==> src/rtl/pipe_controller_pkg.sv <==
// Shared widths, defaults and fetch-state encoding for the pipe front-end controller.
package pipe_controller_pkg;

    localparam int unsigned INSTR_W = 32;
    localparam int unsigned ADDR_W  = 32;

    localparam logic [ADDR_W-1:0] WORD_STEP             = 32'd4;
    localparam logic [ADDR_W-1:0] RESET_ADDRESS_DEFAULT = 32'h0000_0000;

    typedef enum logic [1:0] {
        IDLE  = 2'd0,
        FETCH = 2'd1,
        FLUSH = 2'd2
    } fetch_state_t;

endpackage

==> src/rtl/pipe_controller_issue_buffer.sv <==
// Single-entry issue buffer: valid/data/address, a load wins over a same-cycle consume/flush.
module pipe_issue_buffer
    import pipe_controller_pkg::*;
#(
    parameter logic [ADDR_W-1:0] RESET_ADDRESS = RESET_ADDRESS_DEFAULT
) (
    input  logic               clk,
    input  logic               rst,
    input  logic               load,
    input  logic [INSTR_W-1:0] loadData,
    input  logic [ADDR_W-1:0]  loadAddress,
    input  logic               clear,
    output logic               valid,
    output logic [INSTR_W-1:0] data,
    output logic [ADDR_W-1:0]  address
);

    always_ff @(posedge clk or negedge rst) begin
        if (!rst) begin
            valid   <= 1'b0;
            data    <= '0;
            address <= RESET_ADDRESS;
        end else if (load) begin
            valid   <= 1'b1;
            data    <= loadData;
            address <= loadAddress;
        end else if (clear) begin
            valid   <= 1'b0;
        end
    end

endmodule

==> src/rtl/pipe_controller.sv <==
// Front-end controller feeding the first pipe stage from a one-word fetch buffer.
// Optional PIPE_CONTROLLER_COUNTERS_EN adds injected/bubble cycle counters.
module pipe_controller
    import pipe_controller_pkg::*;
#(
    parameter logic [ADDR_W-1:0] RESET_ADDRESS = RESET_ADDRESS_DEFAULT
) (
    input  logic               clk,
    input  logic               rst,
    input  logic               halt,
    input  logic               stageBusy,
    input  logic               jumpEnable,
    input  logic [ADDR_W-1:0]  jumpAddress,
    output logic               fetchRequest,
    output logic [ADDR_W-1:0]  fetchAddress,
    input  logic               fetchAck,
    input  logic [INSTR_W-1:0] fetchData,
    output logic               stepPipe,
    output logic               pipeStall,
    output logic [INSTR_W-1:0] currentInstruction,
    output logic [ADDR_W-1:0]  programCounter,
    output logic               halted
`ifdef PIPE_CONTROLLER_COUNTERS_EN
    ,
    output logic [31:0]        injectedCount,
    output logic [31:0]        bubbleCount
`endif
);

    fetch_state_t      state, state_n;
    logic              req_n;
    logic [ADDR_W-1:0] addr_n;
    logic [ADDR_W-1:0] nextAddress, next_addr_n;
    logic              halted_n;
    logic              buf_load;
    logic              buf_valid;
    logic              inject;

    assign stepPipe  = rst && !stageBusy;
    assign pipeStall = !buf_valid || jumpEnable || halt;
    assign inject    = stepPipe && !pipeStall;

    pipe_issue_buffer #(
        .RESET_ADDRESS(RESET_ADDRESS)
    ) u_buffer (
        .clk        (clk),
        .rst        (rst),
        .load       (buf_load),
        .loadData   (fetchData),
        .loadAddress(fetchAddress),
        .clear      (jumpEnable || inject),
        .valid      (buf_valid),
        .data       (currentInstruction),
        .address    (programCounter)
    );

    always_ff @(posedge clk or negedge rst) begin
        if (!rst) begin
            state        <= IDLE;
            fetchRequest <= 1'b0;
            fetchAddress <= RESET_ADDRESS;
            nextAddress  <= RESET_ADDRESS;
            halted       <= 1'b0;
        end else begin
            state        <= state_n;
            fetchRequest <= req_n;
            fetchAddress <= addr_n;
            nextAddress  <= next_addr_n;
            halted       <= halted_n;
        end
    end

    // A redirect during an outstanding fetch cannot abort the bus, so FLUSH drains it.
    always_comb begin
        state_n     = state;
        req_n       = fetchRequest;
        addr_n      = fetchAddress;
        next_addr_n = nextAddress;
        buf_load    = 1'b0;
        halted_n    = halt && (state == IDLE);
        case (state)
            IDLE: begin
                if (!halt && (!buf_valid || inject)) begin
                    state_n     = FETCH;
                    req_n       = 1'b1;
                    addr_n      = jumpEnable ? jumpAddress : nextAddress;
                    next_addr_n = addr_n + WORD_STEP;
                end else if (jumpEnable) begin
                    next_addr_n = jumpAddress;
                end
            end
            FETCH: begin
                if (fetchAck) begin
                    state_n  = IDLE;
                    req_n    = 1'b0;
                    buf_load = !jumpEnable;
                    if (jumpEnable) next_addr_n = jumpAddress;
                end else if (jumpEnable) begin
                    state_n     = FLUSH;
                    next_addr_n = jumpAddress;
                end
            end
            FLUSH: begin
                if (jumpEnable) next_addr_n = jumpAddress;
                if (fetchAck) begin
                    state_n = IDLE;
                    req_n   = 1'b0;
                end
            end
            default: begin
                state_n = IDLE;
                req_n   = 1'b0;
            end
        endcase
    end

`ifdef PIPE_CONTROLLER_COUNTERS_EN
    always_ff @(posedge clk or negedge rst) begin
        if (!rst) begin
            injectedCount <= '0;
            bubbleCount   <= '0;
        end else if (stepPipe) begin
            if (inject) injectedCount <= injectedCount + 32'd1;
            else        bubbleCount   <= bubbleCount + 32'd1;
        end
    end
`endif

endmodule

==> config.mk <==
export PLATFORM = sky130hd
export DESIGN_NAME = pipe_controller
export DESIGN_NICKNAME = d
export VERILOG_FILES = /design/src/rtl/pipe_controller_pkg.sv /design/src/rtl/pipe_controller_issue_buffer.sv /design/src/rtl/pipe_controller.sv
export SDC_FILE = /design/constraint.sdc
export NUM_CORES = 1
export LEC_CHECK = 0
export CAP_MARGIN = 15
export CORE_MARGIN = 5
export CORE_UTILIZATION = 53
export CTS_CLUSTER_DIAMETER = 50
export DETAILED_ROUTE_END_ITERATION = 10
export PLACE_DENSITY = 0.95
export SYNTH_ARGS = -nofsm -noshare
export SYNTH_HDL_FRONTEND = slang
export SYNTH_SLANG_ARGS = --single-unit
==> constraint.sdc <==
create_clock -name clk -period 4.8 [get_ports clk]
set_clock_uncertainty 0.05 [all_clocks]
set_input_delay 0.96 -clock clk [delete_from_list [all_inputs] [get_ports clk]]
set_output_delay 0.96 -clock clk [all_outputs]
set_load 0.01 [all_outputs]
; ---- After elaboration in Yosys (flattened, before gate mapping)
; Index checks and enable logic that the tools add are counted.
[classes]
n_reduce_logical = 20
addsub = 1
muxes = 15
eq_ne = 6
[ops]
columns = cell, n
row1 = two-way mux 32 bit, 2
row2 = case mux 32 bit (2 select lines), 1
row3 = adder 32 x 3 -> 32 bit (second input constant), 1
row4 = two-way mux 2 bit, 4
row5 = two-way mux 1 bit, 6
row6 = case mux 2 bit (3 select lines), 1
row7 = logical NOT 1 bit, 5
row8 = logical AND 1 bit, 4
row9 = logical OR 1 bit, 4
row10 = != test 2 x 1 -> 1 bit (second input constant), 2
row11 = AND reduction 2 bit, 2
row12 = nonzero test 2 bit, 2
row13 = != test 3 bit (second input constant), 1
row14 = AND reduction 3 bit, 1
row15 = == test 2 x 1 -> 1 bit (second input constant), 1
row16 = == test 2 bit (second input constant), 1
row17 = logical NOT 2 bit, 1
row18 = != test 2 bit (second input constant), 1
row19 = case mux 1 bit (2 select lines), 1
row20 = OR reduction 2 bit, 1
[word_totals]
out_inout_bits = 100
regBits = 133
wordCells = 50

; ---- Depth between registers and ports, before layout
[depth]
ltp_word = 9
depth_mapped = 13
ltp_nobuf = 9

; ---- Modules after synthesis
; Synthesis repeated with hierarchy kept, for this count alone.
[hier_totals]
hier_cells = 624
area_unflattened_um2 = 6921.6
[by_module_without_submodules]
columns = mod, cells_each, instances, area_per_inst_um2, seq_area_each_um2
row1 = pipe_controller, 486, 1, 4306.6, 1701.6
row2 = pipe_issue_buffer, 138, 1, 2615.0, 1626.6

; ---- Worst setup path after synthesis
; Ideal clock, no wire load.
[synth_timing]
path_type = input-to-reg
from = in jumpEnable
to = reg nextAddress[20]
arrival_ns = 3.533
required_time_ns = 4.624
path_stages = 13
path_slack_ns = 1.091
n_path_buf = 4
cell_sequence = buf_2 buf_2 buf_2 buf_2 mux2i_1 inv_1 ha_1 inv_1 a2111oi_4 nand4_4 nor3b_2 xor2_1 a221o_1
[synth_via]
elab_chain_cells = 8
elab_cells_between_ends = 10
[synth_rtl]
columns = item, line_no
row1 = start: declaration, pipe_controller.sv:12  ; input logic jumpEnable,
row2 = branches (longest 7 deep; another with adder 32 x 3 -> 32 bit), n/a
row3 = case mux 32 bit (2 select lines) (*), pipe_controller.sv:81  ; case (state)
row4 = end signal: assignment, pipe_controller.sv:68  ; nextAddress <= next_addr_n;
row5 = end: declaration, pipe_controller.sv:33  ; logic [ADDR_W-1:0] nextAddress, next_addr_n;
; Mark *: on every way between the ends.
; A chain may end at the register's enable or synchronous reset.

; ---- Final worst setup path
[layout_timing]
from = in jumpEnable
to = reg nextAddress[25]
; The elaborated chain is that of the path after synthesis.

==> flow_metrics.py <==
metrics = {
    "sta": {
        "max-slew-margin-rel_pct": 48.0,
        "rsz0062_at_grt": "no",
        "period_share_pct": 79.8,
        "setup_violations": 0,
        "fmaxAchievable_ghz": 0.261,
        "finalCriticalPeriod_ns": 3.83,
        "slew_violations": 0,
        "fin_tns_setup_ns": 0,
        "worst_pin_slew_ns": 0.777,
        "holdWs_ns": 0.427,
        "fin_ws_ns": 0.971,
        "final_hold_viol_count": 0,
    },
    "clock_tree": {
        "clk_pin_slew_ns": 0.06,
        "clk_path_buf_depth": 2,
        "cts_max_level": 4,
        "root_buffer": "clkbuf_16",
        "clk_latency_ns": 0.41,
        "hold_buffers": 0,
        "numClockSinks": 133,
        "cts_setup_buffers": 0,
        "cts_tree": "built",
        "cts_resized": 0,
        "cts-buffers-inserted": 17,
    },
    "floorplan": {
        "ios": 170,
        "dieHeight_um": 121,
        "die_w_um": 121,
        "start_util_pct": 54.4,
        "fp.coreArea_um2": 12100,
        "row_count": 40,
        "die-area_um2": 14700,
    },
    "finish": {
        "nFillCells": 695,
        "drive_above_1_share_pct": 15.3,
        "antenna_cells": 0,
        "fin_nets": 846,
        "utilization_pct": 75.7,
        "final_cell_count_no_fill": 952,
        "syn2layout_area_growth_pct": 39.1,
        "postLayoutCellArea_um2": 9130,
    },
    "logic_synthesis": {
        "synthArstFlopShare_pct": 100,
        "ys_seq_elements": 133,
        "avgSynthCellArea_um2": 10.8,
        "synth_edf_count": 0,
        "synth_area_leader_cell": "dfrtp_1",
        "ys_top_cells_by_count": "dfrtp_1, mux2_2, a21oi_1",
        "ys_seq_area_share_pct": 50.7,
        "syn_nets": 682,
        "yosys_warnings": 0,
        "yosysTopAreaCellShare_pct": 50.7,
        "synth_cells": 607,
        "netlist_area_um2": 6570,
        "synthDistinctLibCells": 53,
        "ys.flop_type": "dfrtp_1",
        "synth.area.top_cells": "dfrtp_1, mux2_2, a21oi_1, mux2i_1, nor2_1",
        "synth_most_common_cell": "dfrtp_1",
    },
    "routing": {
        "drt_iter0_drc": 806,
        "firstDrtPassIters": 9,
        "drc": 0,
        "drtAntennaViolNets": 0,
        "dr_total_vias": 5742,
        "wl_per_cell_um": 21.7,
        "wirelength_um": 20700,
        "viasPerCell": 6.03,
    },
    "worst_setup_path": {
        "path_max_fanout": 47,
        "crit_slowest_cell": "a222oi_1",
        "end_kind": "register",
        "critical_path_buf_inv_count": 2,
        "cpPeakStageDelay_ns": 0.66,
        "start_kind": "input port",
        "worstSetupPathType": "input port to register",
        "crit_family": "simple AND/OR/NAND/NOR gates",
        "crit_arrival_ns": 4.04,
        "worstPathCellList": "buf_2 > buf_4 > nand3_1 > a222oi_1 > nand4b_1 > nor3_1 > mux2i_1 > o211ai_1",
        "required_ns": 5.01,
    },
    "place": {
        "io_buffers": 169,
        "gp_congestion": 0.954,
        "dp_hpwl_um": 13700,
        "dpl.cell_count": 919,
        "dp_slack_ns": 0.710,
        "dpl_cell_area_um2": 8400,
    },
    "global_routing": {
        "track_usage_pct": 28.3,
        "gr-total-overflow": 0,
        "antenna_found_initial": 0,
        "grt_pass1_wl_um": 32700,
        "grt_max_degree": 87,
        "grt_pass1_vias": 5785,
    },
    "pwr": {
        "power.density_nw_per_um2": 636,
        "leakage_nw": 3.66,
        "p_total_mw": 5.81,
        "ir_worst_vdd_mv": 0.253,
    },
    "hold_path": {
        "min_path_type": "input port to async pin",
    },
    "run": {
        "cap_violations": 0,
    },
    "outcome": {
        "status": "finished, final reports clean",
    },
}
-- registers in the layout, summed over array words and instances, names as in the netlist --
register,cells
state,2
halted,1
u_buffer.address,32
nextAddress,32
u_buffer.data,32
fetchAddress,32
u_buffer.valid,1
fetchRequest,1
-- layout by cell type (no fill, tap or decap), drive strengths merged, types with 2 or more instances in the layout --
| cell type | n |
|---|---|
| a2111oi | 2 |
| a21oi | 63 |
| a221o | 3 |
| a221oi | 2 |
| a22oi | 2 |
| a31oi | 3 |
| a32oi | 3 |
| buf | 11 |
| bufinv | 7 |
| clkbuf | 21 |
| clkdlybuf4s50 | 167 |
| clkinvlp | 2 |
| dfrtp | 133 |
| ha | 5 |
| inv | 14 |
| mux2 | 65 |
| mux2i | 28 |
| nand2 | 43 |
| nand2b | 3 |
| nand3 | 21 |
| nand3b | 8 |
| nand4 | 5 |
| nand4b | 4 |
| nor2 | 53 |
| nor2b | 13 |
| nor3 | 5 |
| nor3b | 9 |
| nor4 | 9 |
| o211ai | 9 |
| o21ai | 15 |
| o22a | 9 |
| o22ai | 3 |
| or2 | 2 |
| or3 | 3 |
| or3b | 2 |
| xnor2 | 10 |
| xor2 | 18 |
-- per-layer routing --
metal  part of all wire, %  wire [um]  track usage (%)
met5                     0          0                0
met4                   3.4        698             10.9
met3                   9.0       1860             6.29
met2                    50      10200             47.5
met1                    38       7870             35.7
-- layout make-up --
class	instances	area [um2]	share of cell area, %
flip-flops and latches	133	3330	36.4
clock inverters	11	243	2.66
multi-input cells	429	3070	33.6
repair buffers	178	1780	19.4
well taps	168	210	2.30
clock buffers	21	460	5.04
inverters	12	45.0	0.493
-- worst reg2reg max path, cell delays in order, from the launching register on --
cell and delay [ns]:
dfrtp_1 0.40, inv_1 0.08, ha_1 0.40, a211oi_4 0.50, nand3_1 0.41, nor4_2 0.50, mux2i_1 0.24, o211ai_1 0.12
-- report_power, final --
group / leakage, nW / switching, mW / internal (mW)
clock network: 0.335 / 0.493 / 1.06
registers: 1.54 / 0.398 / 1.63
logic: 1.79 / 1.01 / 1.22
-- worst paths after layout --
check,end,slack [ns],start,cells past startpoint
setup / recovery,nextAddress[25]$_DFFE_PN0P_,0.97,jumpEnable,8
hold / removal,state[1]$_DFFE_PN0P_,0.43,rst,1
setup reg to reg,nextAddress[31]$_DFFE_PN0P_,1.94,state[0]$_DFFE_PN0P_,7
hold reg to reg,nextAddress[3]$_DFFE_PN0P_,0.44,nextAddress[3]$_DFFE_PN0P_,2
max in group asynchronous,fetchAddress[12]$_DFFE_PN0P_,3.20,rst,3
min in group clk,nextAddress[3]$_DFFE_PN0P_,0.44,nextAddress[3]$_DFFE_PN0P_,2
-- cell families (layout without fill, tap and decap cells) --
| group | count (synthesis) | count (layout) | share of synthesized area (%) |
|---|---|---|---|
| xor+xnor | 28 | 28 | 3.74 |
| buf+inv | 45 | 222 | 2.69 |
| compound gates | 120 | 120 | 11.9 |
| flops | 133 | 133 | 50.7 |
| fa+ha+maj | 5 | 5 | 0.953 |
| simple gates | 183 | 183 | 14.6 |
| mux | 93 | 93 | 15.4 |
Power figures use the tool's default switching activity.
